### src/rtl/tpsram_pkg.sv
// Shared definitions for the tpsram two-port RAM.
//   init_state_e : zero-fill FSM state (INIT while clearing, READY after)
//   MAX_LAT      : largest supported read latency
//   BYTE_W       : width of one byte-enable lane
package tpsram_pkg;

    localparam int MAX_LAT = 4;
    localparam int BYTE_W  = 8;

    typedef enum logic [0:0] {
        INIT  = 1'b0,
        READY = 1'b1
    } init_state_e;

endpackage

### src/rtl/tpsram_rdpipe.sv
// Read-result delay line: LAT stages of valid + data.
// Ports:
//   clk, rst     : clock, asynchronous active-high reset (clears valids and data)
//   in_valid_i   : a read result enters the line this cycle
//   in_data_i    : data of that result
//   out_valid_o  : result leaves the line (LAT cycles after entry)
//   out_data_o   : data of the most recent result; holds while out_valid_o is low
module tpsram_rdpipe #(
    parameter int W   = 32,
    parameter int LAT = 1
) (
    input  logic         clk,
    input  logic         rst,
    input  logic         in_valid_i,
    input  logic [W-1:0] in_data_i,
    output logic         out_valid_o,
    output logic [W-1:0] out_data_o
);

    logic [LAT-1:0] valid_q;
    logic [W-1:0]   data_q [LAT];

    // Each data stage only loads behind a valid bit, so the last stage keeps
    // the previous result when no new read completes.
    always_ff @(posedge clk or posedge rst) begin
        if (rst) begin
            valid_q <= '0;
            for (int i = 0; i < LAT; i++) begin
                data_q[i] <= '0;
            end
        end else begin
            valid_q[0] <= in_valid_i;
            if (in_valid_i) begin
                data_q[0] <= in_data_i;
            end
            for (int i = 1; i < LAT; i++) begin
                valid_q[i] <= valid_q[i-1];
                if (valid_q[i-1]) begin
                    data_q[i] <= data_q[i-1];
                end
            end
        end
    end

    assign out_valid_o = valid_q[LAT-1];
    assign out_data_o  = data_q[LAT-1];

endmodule

### src/rtl/tpsram.sv
// 1R1W RAM with byte enables, configurable read latency, selectable
// same-address collision behaviour and a zero-fill after every reset.
// Ports:
//   clk, rst          : clock, asynchronous active-high reset
//   wr_en/wr_addr/wr_data/wr_be : write port; wr_be bit i qualifies byte i
//   rd_en/rd_addr     : read request; accepted only once init_done is high
//   rd_valid/rd_data  : read result LAT cycles after acceptance; rd_data holds
//                       its last value when rd_valid is low
//   init_done         : high once all N words have been cleared
//   dbg_state_o       : current zero-fill FSM state
// Handshake: a request is taken whenever its enable is high in a cycle where
// init_done is high; there is no back-pressure and results arrive in order.
module tpsram
    import tpsram_pkg::*;
#(
    parameter int W           = 32,
    parameter int N           = 128,
    parameter int LAT         = 1,
    parameter int WRITE_FIRST = 1
) (
    input  logic                 clk,
    input  logic                 rst,
    input  logic                 wr_en,
    input  logic [$clog2(N)-1:0] wr_addr,
    input  logic [W-1:0]         wr_data,
    input  logic [W/8-1:0]       wr_be,
    input  logic                 rd_en,
    input  logic [$clog2(N)-1:0] rd_addr,
    output logic                 rd_valid,
    output logic [W-1:0]         rd_data,
    output logic                 init_done,
    output init_state_e          dbg_state_o
);

    localparam int AW = $clog2(N);
    localparam int NB = W / BYTE_W;

    if ((W % BYTE_W) != 0 || LAT < 1 || LAT > MAX_LAT || N < 2) begin : g_bad_param
        $error("tpsram: W must be a multiple of 8, LAT in 1..4, N >= 2");
    end

    init_state_e   state_q, state_d;
    logic [AW-1:0] cnt_q, cnt_d;
    logic [W-1:0]  mem_q [N];

    logic          wr_accept, rd_accept;
    logic          wr_in_range, rd_in_range;
    logic [W-1:0]  rd_word;

    // Zero-fill sequencer: one address per cycle, stops at N-1 even when N
    // is not a power of two.
    always_comb begin
        state_d = state_q;
        cnt_d   = cnt_q;
        if (state_q == INIT) begin
            if (cnt_q == AW'(N - 1)) begin
                state_d = READY;
                cnt_d   = '0;
            end else begin
                cnt_d = cnt_q + 1'b1;
            end
        end
    end

    always_ff @(posedge clk or posedge rst) begin
        if (rst) begin
            state_q <= INIT;
            cnt_q   <= '0;
        end else begin
            state_q <= state_d;
            cnt_q   <= cnt_d;
        end
    end

    assign init_done   = (state_q == READY);
    assign dbg_state_o = state_q;

    // Addresses at or above N (possible when N is not a power of two) are
    // dropped on write and read back as zero.
    assign wr_in_range = int'(wr_addr) < N;
    assign rd_in_range = int'(rd_addr) < N;
    assign wr_accept   = wr_en && init_done;
    assign rd_accept   = rd_en && init_done;

    // Array has no reset; it is only cleared by the zero-fill.
    always_ff @(posedge clk) begin
        if (state_q == INIT) begin
            mem_q[cnt_q] <= '0;
        end else if (wr_accept && wr_in_range) begin
            for (int b = 0; b < NB; b++) begin
                if (wr_be[b]) begin
                    mem_q[wr_addr][b*BYTE_W +: BYTE_W] <= wr_data[b*BYTE_W +: BYTE_W];
                end
            end
        end
    end

    // The word is captured at acceptance, so later writes never reach an
    // in-flight result. In write-first mode a colliding write is merged in
    // byte by byte before capture.
    always_comb begin
        rd_word = '0;
        if (rd_in_range) begin
            rd_word = mem_q[rd_addr];
        end
        if (WRITE_FIRST != 0 && wr_accept && wr_addr == rd_addr) begin
            for (int b = 0; b < NB; b++) begin
                if (wr_be[b]) begin
                    rd_word[b*BYTE_W +: BYTE_W] = wr_data[b*BYTE_W +: BYTE_W];
                end
            end
        end
    end

    tpsram_rdpipe #(
        .W   (W),
        .LAT (LAT)
    ) u_rdpipe (
        .clk         (clk),
        .rst         (rst),
        .in_valid_i  (rd_accept),
        .in_data_i   (rd_word),
        .out_valid_o (rd_valid),
        .out_data_o  (rd_data)
    );

endmodule

### config.mk
export PLATFORM = sky130hd
export DESIGN_NAME = tpsram
export DESIGN_NICKNAME = d
export VERILOG_FILES = /design/src/rtl/tpsram_pkg.sv /design/src/rtl/tpsram_rdpipe.sv /design/src/rtl/tpsram.sv
export SDC_FILE = /design/constraint.sdc
export NUM_CORES = 2
export LEC_CHECK = 0
export ABC_AREA = 0
export CAP_MARGIN = 20
export CORE_MARGIN = 2
export CORE_UTILIZATION = 55
export DETAILED_ROUTE_END_ITERATION = 16
export PLACE_DENSITY = 0.74
export SETUP_SLACK_MARGIN = 0.3
export SYNTH_ARGS = -nofsm -noshare
export SYNTH_HDL_FRONTEND = slang
export SYNTH_SLANG_ARGS = --single-unit
### constraint.sdc
create_clock -name clk -period 4.21 [get_ports clk]
set_clock_uncertainty 0.15 [all_clocks]
set_input_delay 0.842 -clock clk [delete_from_list [all_inputs] [get_ports clk]]
set_output_delay 0.842 -clock clk [all_outputs]
set_load 0.1 [all_outputs]
Word-level counts from Yosys, hierarchy flattened:

Memories as Yosys holds them, arrays and structs flattened.
Cells that the tools add are included.

* RAM bits: 4096
* memories kept: 1
* output and inout port bits: 35
* register bits: 41
* logic and storage cells: 40
* input bits: 54

* equal/unequal tests: 2
* reductions and logical operators: 4
* muxes and demuxes: 28
* $add $sub $neg: 1

Memory list
* mem_q: words 128, width 32, read ports 1, clocked after Yosys merged registers in 0, write ports 1, line tpsram.sv:44 `logic [W-1:0] mem_q [N];`

Operator list (number)
* $mux 32: 2
* $mux 8: 4
* $reduce_or 32->1: 1
* $mux 1: 19
* $mux 7: 2
* $add 7x1->7 const B: 1
* $eq 7x7->1: 1
* $eq 7x7->1 const B: 1
* $mux 4: 1
* $logic_and 1x1->1: 3

Logic depth before layout (Yosys ltp):

* depth after elaboration: 6
* mapped depth: 13
* depth with buffers taken out: 6

Modules after synthesis:

From an unflattened synthesis, not the netlist that was laid out.

* cells, all modules: 8094
* area, all modules: 162174.3 um^2

Modules (own cells, without submodules)
* tpsram: times used 1, sequential area each 123198.2 um^2, cells each 8024, area each 160800.5 um^2
* tpsram_rdpipe: times used 1, sequential area each 825.8 um^2, cells each 70, area each 1373.8 um^2

Worst setup path before layout:

OpenSTA, ideal clock, no wires.

* kind: reg-to-reg
* from: register state_q (netlist: dbg_state_o)
* to: memory mem_q[0][10], data pin
* data required time: 3.525 ns
* period minus slack after synthesis: 4.678 ns
* cell stages (with the launch flop): 8
* path slack: -0.468 ns
* buffers on the path: 4
* setup time: 0.535 ns
* arrival: 3.993 ns
* cell sequence: dfrtp_1 -> buf_2 -> nand2_1 -> a41oi_1 -> clkbuf_1 -> clkbuf_1 -> clkbuf_1 -> and2_1

* longest elaborated chain between the ends: 6
* elaborated cells on any way between the ends: 15
* those cells by class: mux: 13; reduce/logical: 2

RTL lines
* from (decl): line tpsram.sv:42 `init_state_e state_q, state_d;`
* from (signal assigned): line tpsram.sv:70 `state_q <= state_d;`
* $logic_and 1x1->1: line tpsram.sv:82 `assign wr_accept = wr_en && init_done;`
* $mux 1: line tpsram.sv:89 `end else if (wr_accept && wr_in_range) begin`
* $mux 1: line tpsram.sv:87 `if (state_q == INIT) begin`
* $mux 1 (not written as such): line tpsram.sv:92 `mem_q[wr_addr][b*BYTE_W +: BYTE_W] <= wr_data[b*BYTE_W +: BYTE_W];`
* $reduce_or 32->1 (no source line) (*)
* $mux 32 (no source line) (*)
* to (decl): line tpsram.sv:44

Mark *: on every way between the ends. The rest lies on a longest branch, timed or not.

Worst setup path in the final report:

* from: input port rd_addr[0]
* to: register u_rdpipe.data_q (netlist bit u_rdpipe.out_data_o[27])

* longest elaborated chain between the ends: 3
* elaborated cells on any way between the ends: 5
* those cells by class: eq/ne: 1; mux: 2; reduce/logical: 1; memory: 1

RTL lines
* from (decl): line tpsram.sv:28 `input logic [$clog2(N)-1:0] rd_addr,`
* $mem_v2 128x32 or $eq 7x7->1 (tied branches)
* $mux 8 or $logic_and 1x1->1 (tied branches): line tpsram.sv:108, tpsram.sv:106
* $mux 32 (*): line tpsram.sv:106 `if (WRITE_FIRST != 0 && wr_accept && wr_addr == rd_addr) begin`
* to (signal, indexed assignment): line tpsram_rdpipe.sv:39 `data_q[i] <= data_q[i-1];`
* to (decl): line tpsram_rdpipe.sv:21 `logic [W-1:0] data_q [LAT];`

Marks and branches as above.
A chain may end at the register's enable or synchronous reset.

==> results_dict.tcl <==
set metrics [dict create \
    outcome "finished with violations" \
    violations "DRC" \
    yosysSeqAreaShare 0.764 \
    path_class "in -> reg" \
    first_pass_iters 12 \
    leakagePower_nw 52.3 \
    synth.top_cells.by_area "edfxtp_1 (76%), mux4_2 (9.5%), mux2i_1 (5.0%)" \
    coreArea_um2 294000 \
    io_pins 89 \
    max_freq_ghz 0.251 \
    hold_viol_final 0 \
    mostFrequentLayoutCell "edfxtp_1" \
    hpwl_mm 270 \
    worstMarginPinSlew_ps 1300 \
    end_kind "flip-flop" \
    final_area_um2 187000 \
    antenna_found_initial 22 \
    synth_top_area_cell "edfxtp_1" \
    cts-htree-levels 5 \
    syn_area_um2 162000 \
    port_buffers 88 \
    dpl-instance-area_um2 175000 \
    final_antenna_net_count 0 \
    max_stage_delay_ps 710 \
    fin_crit_sh 0.945 \
    synthFlopType "edfxtp_1" \
    drc 2 \
    dp_cells 12625 \
    hold_path.class "in -> async" \
    wirelength_mm 425 \
    grt_use_met2 0.450 \
    root_buffer "clkbuf_16" \
    grt_busiest_layer "met2" \
    overflow 0 \
    maxSlewHeadroom 0.133 \
    cp-start-kind "input pin" \
    grtUsageMet1 0.378 \
    wl_per_cell_um 31.8 \
    area_growth_pct 15.4 \
    synth_cells 8178 \
    grt_pass1_wl_mm 611 \
    grt_pass1_vias 87371 \
    initial_core_util 0.552 \
    final_nets 9159 \
    dieArea_um2 299000 \
    clkTransAtPathRegs_ps 60 \
    yosysWarnings 0 \
    cts_tree "done" \
    vias 86793 \
    grtUsageTotal 0.282 \
    synthDistinctLibCells 69 \
    maxCapViolations 0 \
    cts_setup_buffers 0 \
    cp_max_fo 34 \
    met3_usage 0.0588 \
    die_w_um 547 \
    rr_worst_depth 7 \
    grt_max_degree 124 \
    synth.ff_latch_count 4137 \
    tns_ps 0 \
    p_total_mw 81.9 \
    insertion_delay_ps 940 \
    layout_common_cells "edfxtp_1 (4096), mux2i_1 (805), buf_4 (796), mux4_2 (681), nor2_1 (553)" \
    fin_crit_ps 3980 \
    crit_chain "buf_12 -> buf_4 -> xor2_1 -> or4_4 -> o311a_1 -> o211ai_1 -> nor3_1 -> a211o_1" \
    async_flop_share 0.00991 \
    clock_sinks 4137 \
    synth_top_area_frac 0.758 \
    finalHoldWorstSlack_ps 231 \
    ir_drop_uv 563 \
    crit_arrival_ps 4680 \
    holdBufCountCts 0 \
    synth_fp_nets 8233 \
    setup_violations 0 \
    rsz0062_at_grt "false" \
    syn_area_per_cell_um2 19.8 \
    synth_edf_count 4096 \
    cp_slowest_cell "xor2_1" \
    dieHeight_um 547 \
    gp_congestion 0.904 \
    fin_cells 13350 \
    drt-initial-drc-count 12950 \
    num_rows 199 \
    clock_path_buffers 4 \
    viasPerCell 6.50 \
    postCtsResizedCells 0 \
    cts_buffers 396 \
    finalMaxSlewViolations 0 \
    worst_ep_required_time_ps 4910 \
    powerDensity_nw_per_um2 437 \
    drive_gt1_frac 0.249 \
]
## cells by family (layout without fill, tap and decap cells)
family | after synthesis | after routing | synth area share
compound gates | 929 | 929 | 0.0412
buf+inv | 505 | 1747 | 0.0173
xor+xnor | 10 | 10 | 0.000540
other cells | 0 | 11 | 0
mux | 1557 | 1557 | 0.149
flops | 4137 | 4137 | 0.764
simple gates | 1039 | 1039 | 0.0274
fa+ha+maj | 1 | 1 | 0.0000771
## metal layers
metal,part of all wire,vias to the layer above
li1,-,35492
met1,0.36,44652
met2,0.48,5643
met3,0.11,1000
met4,0.051,6
met5,0.000078,-
## synthesized netlist by cell type (5+ instances only)
cell type and number:
mux4_2 681, buf_1 21, nor3_1 23, a32oi_1 15
clkbuf_1 199, a21oi_1 112, and2_1 64, edfxtp_1 4096
a2111oi_0 19, dfrtp_1 41, nand2_1 244, buf_2 125
buf_6 46, a221oi_1 48, a22o_1 44, a22oi_1 318
buf_4 104, a211oi_1 23, xnor2_1 7, nand2b_1 32
o31ai_1 16, o221ai_1 8, nor2_1 557, o21ai_0 80
nand4_1 32, nand3_1 50, o211ai_1 32, o22a_1 18
nor2b_1 16, o311ai_0 11, o22ai_1 47, a31oi_1 52
a211o_1 30, o21bai_1 18, inv_1 9, mux2_2 71
a21boi_0 5, o41ai_1 6, mux2i_1 805
## power by group
group	total [mW]	internal (mW)	switching (mW)
combinational	2.12	0.765	1.36
sequential	44.5	44.5	0
clock	35.2	20.2	15.0
total	81.9	65.5	16.4
## critical path, delay by kind of cell
kind,cells,cell delay (ps)
XOR/XNOR,1,710
AO/OA/AOI/OAI,3,1210
buffers and inverters,2,640
AND/OR/NAND/NOR,2,1090
## area by class of cell
class | count | area [µm²]
Tap cell | 3919 | 4900
Clock buffer | 485 | 10400
Sequential cell | 4137 | 124000
Timing Repair Buffer | 1024 | 9760
Multi-Input combinational cell | 3536 | 35800
Inverter | 9 | 33.8
Fill cell | 19138 | 107000
Antenna cell | 11 | 27.5
Clock inverter | 229 | 2280
## path summary, 6_finish.rpt
path / startpoint / end / slack [ps]
setup / recovery: rd_addr[0] / u_rdpipe.out_data_o[27] / 230
hold / removal: rst / u_rdpipe.out_valid_o / 230
setup reg to reg: dbg_state_o / u_rdpipe.out_data_o[27] / 460
hold reg to reg: cnt_q[2] / cnt_q[2] / 450
max in group asynchronous: rst / u_rdpipe.out_data_o[17] / 2780
min in group clk: rd_addr[4] / u_rdpipe.out_data_o[27] / 240
## registers in the layout (all words and copies together), names as in the netlist
name / cells
u_rdpipe.out_valid_o: 1
mem_q: 4096
dbg_state_o: 1
u_rdpipe.out_data_o: 32
cnt_q: 7
## metrics by stage
stage | utilization | worst slack [ps]
2_1_floorplan | - | -255
3_3_place_gp | 0.594 | -946
3_5_place_dp | 0.594 | -415
4_1_cts | 0.637 | 535
5_1_grt | 0.637 | 380
6_report | 0.637 | 234
(Power assumes the default switching activity.)
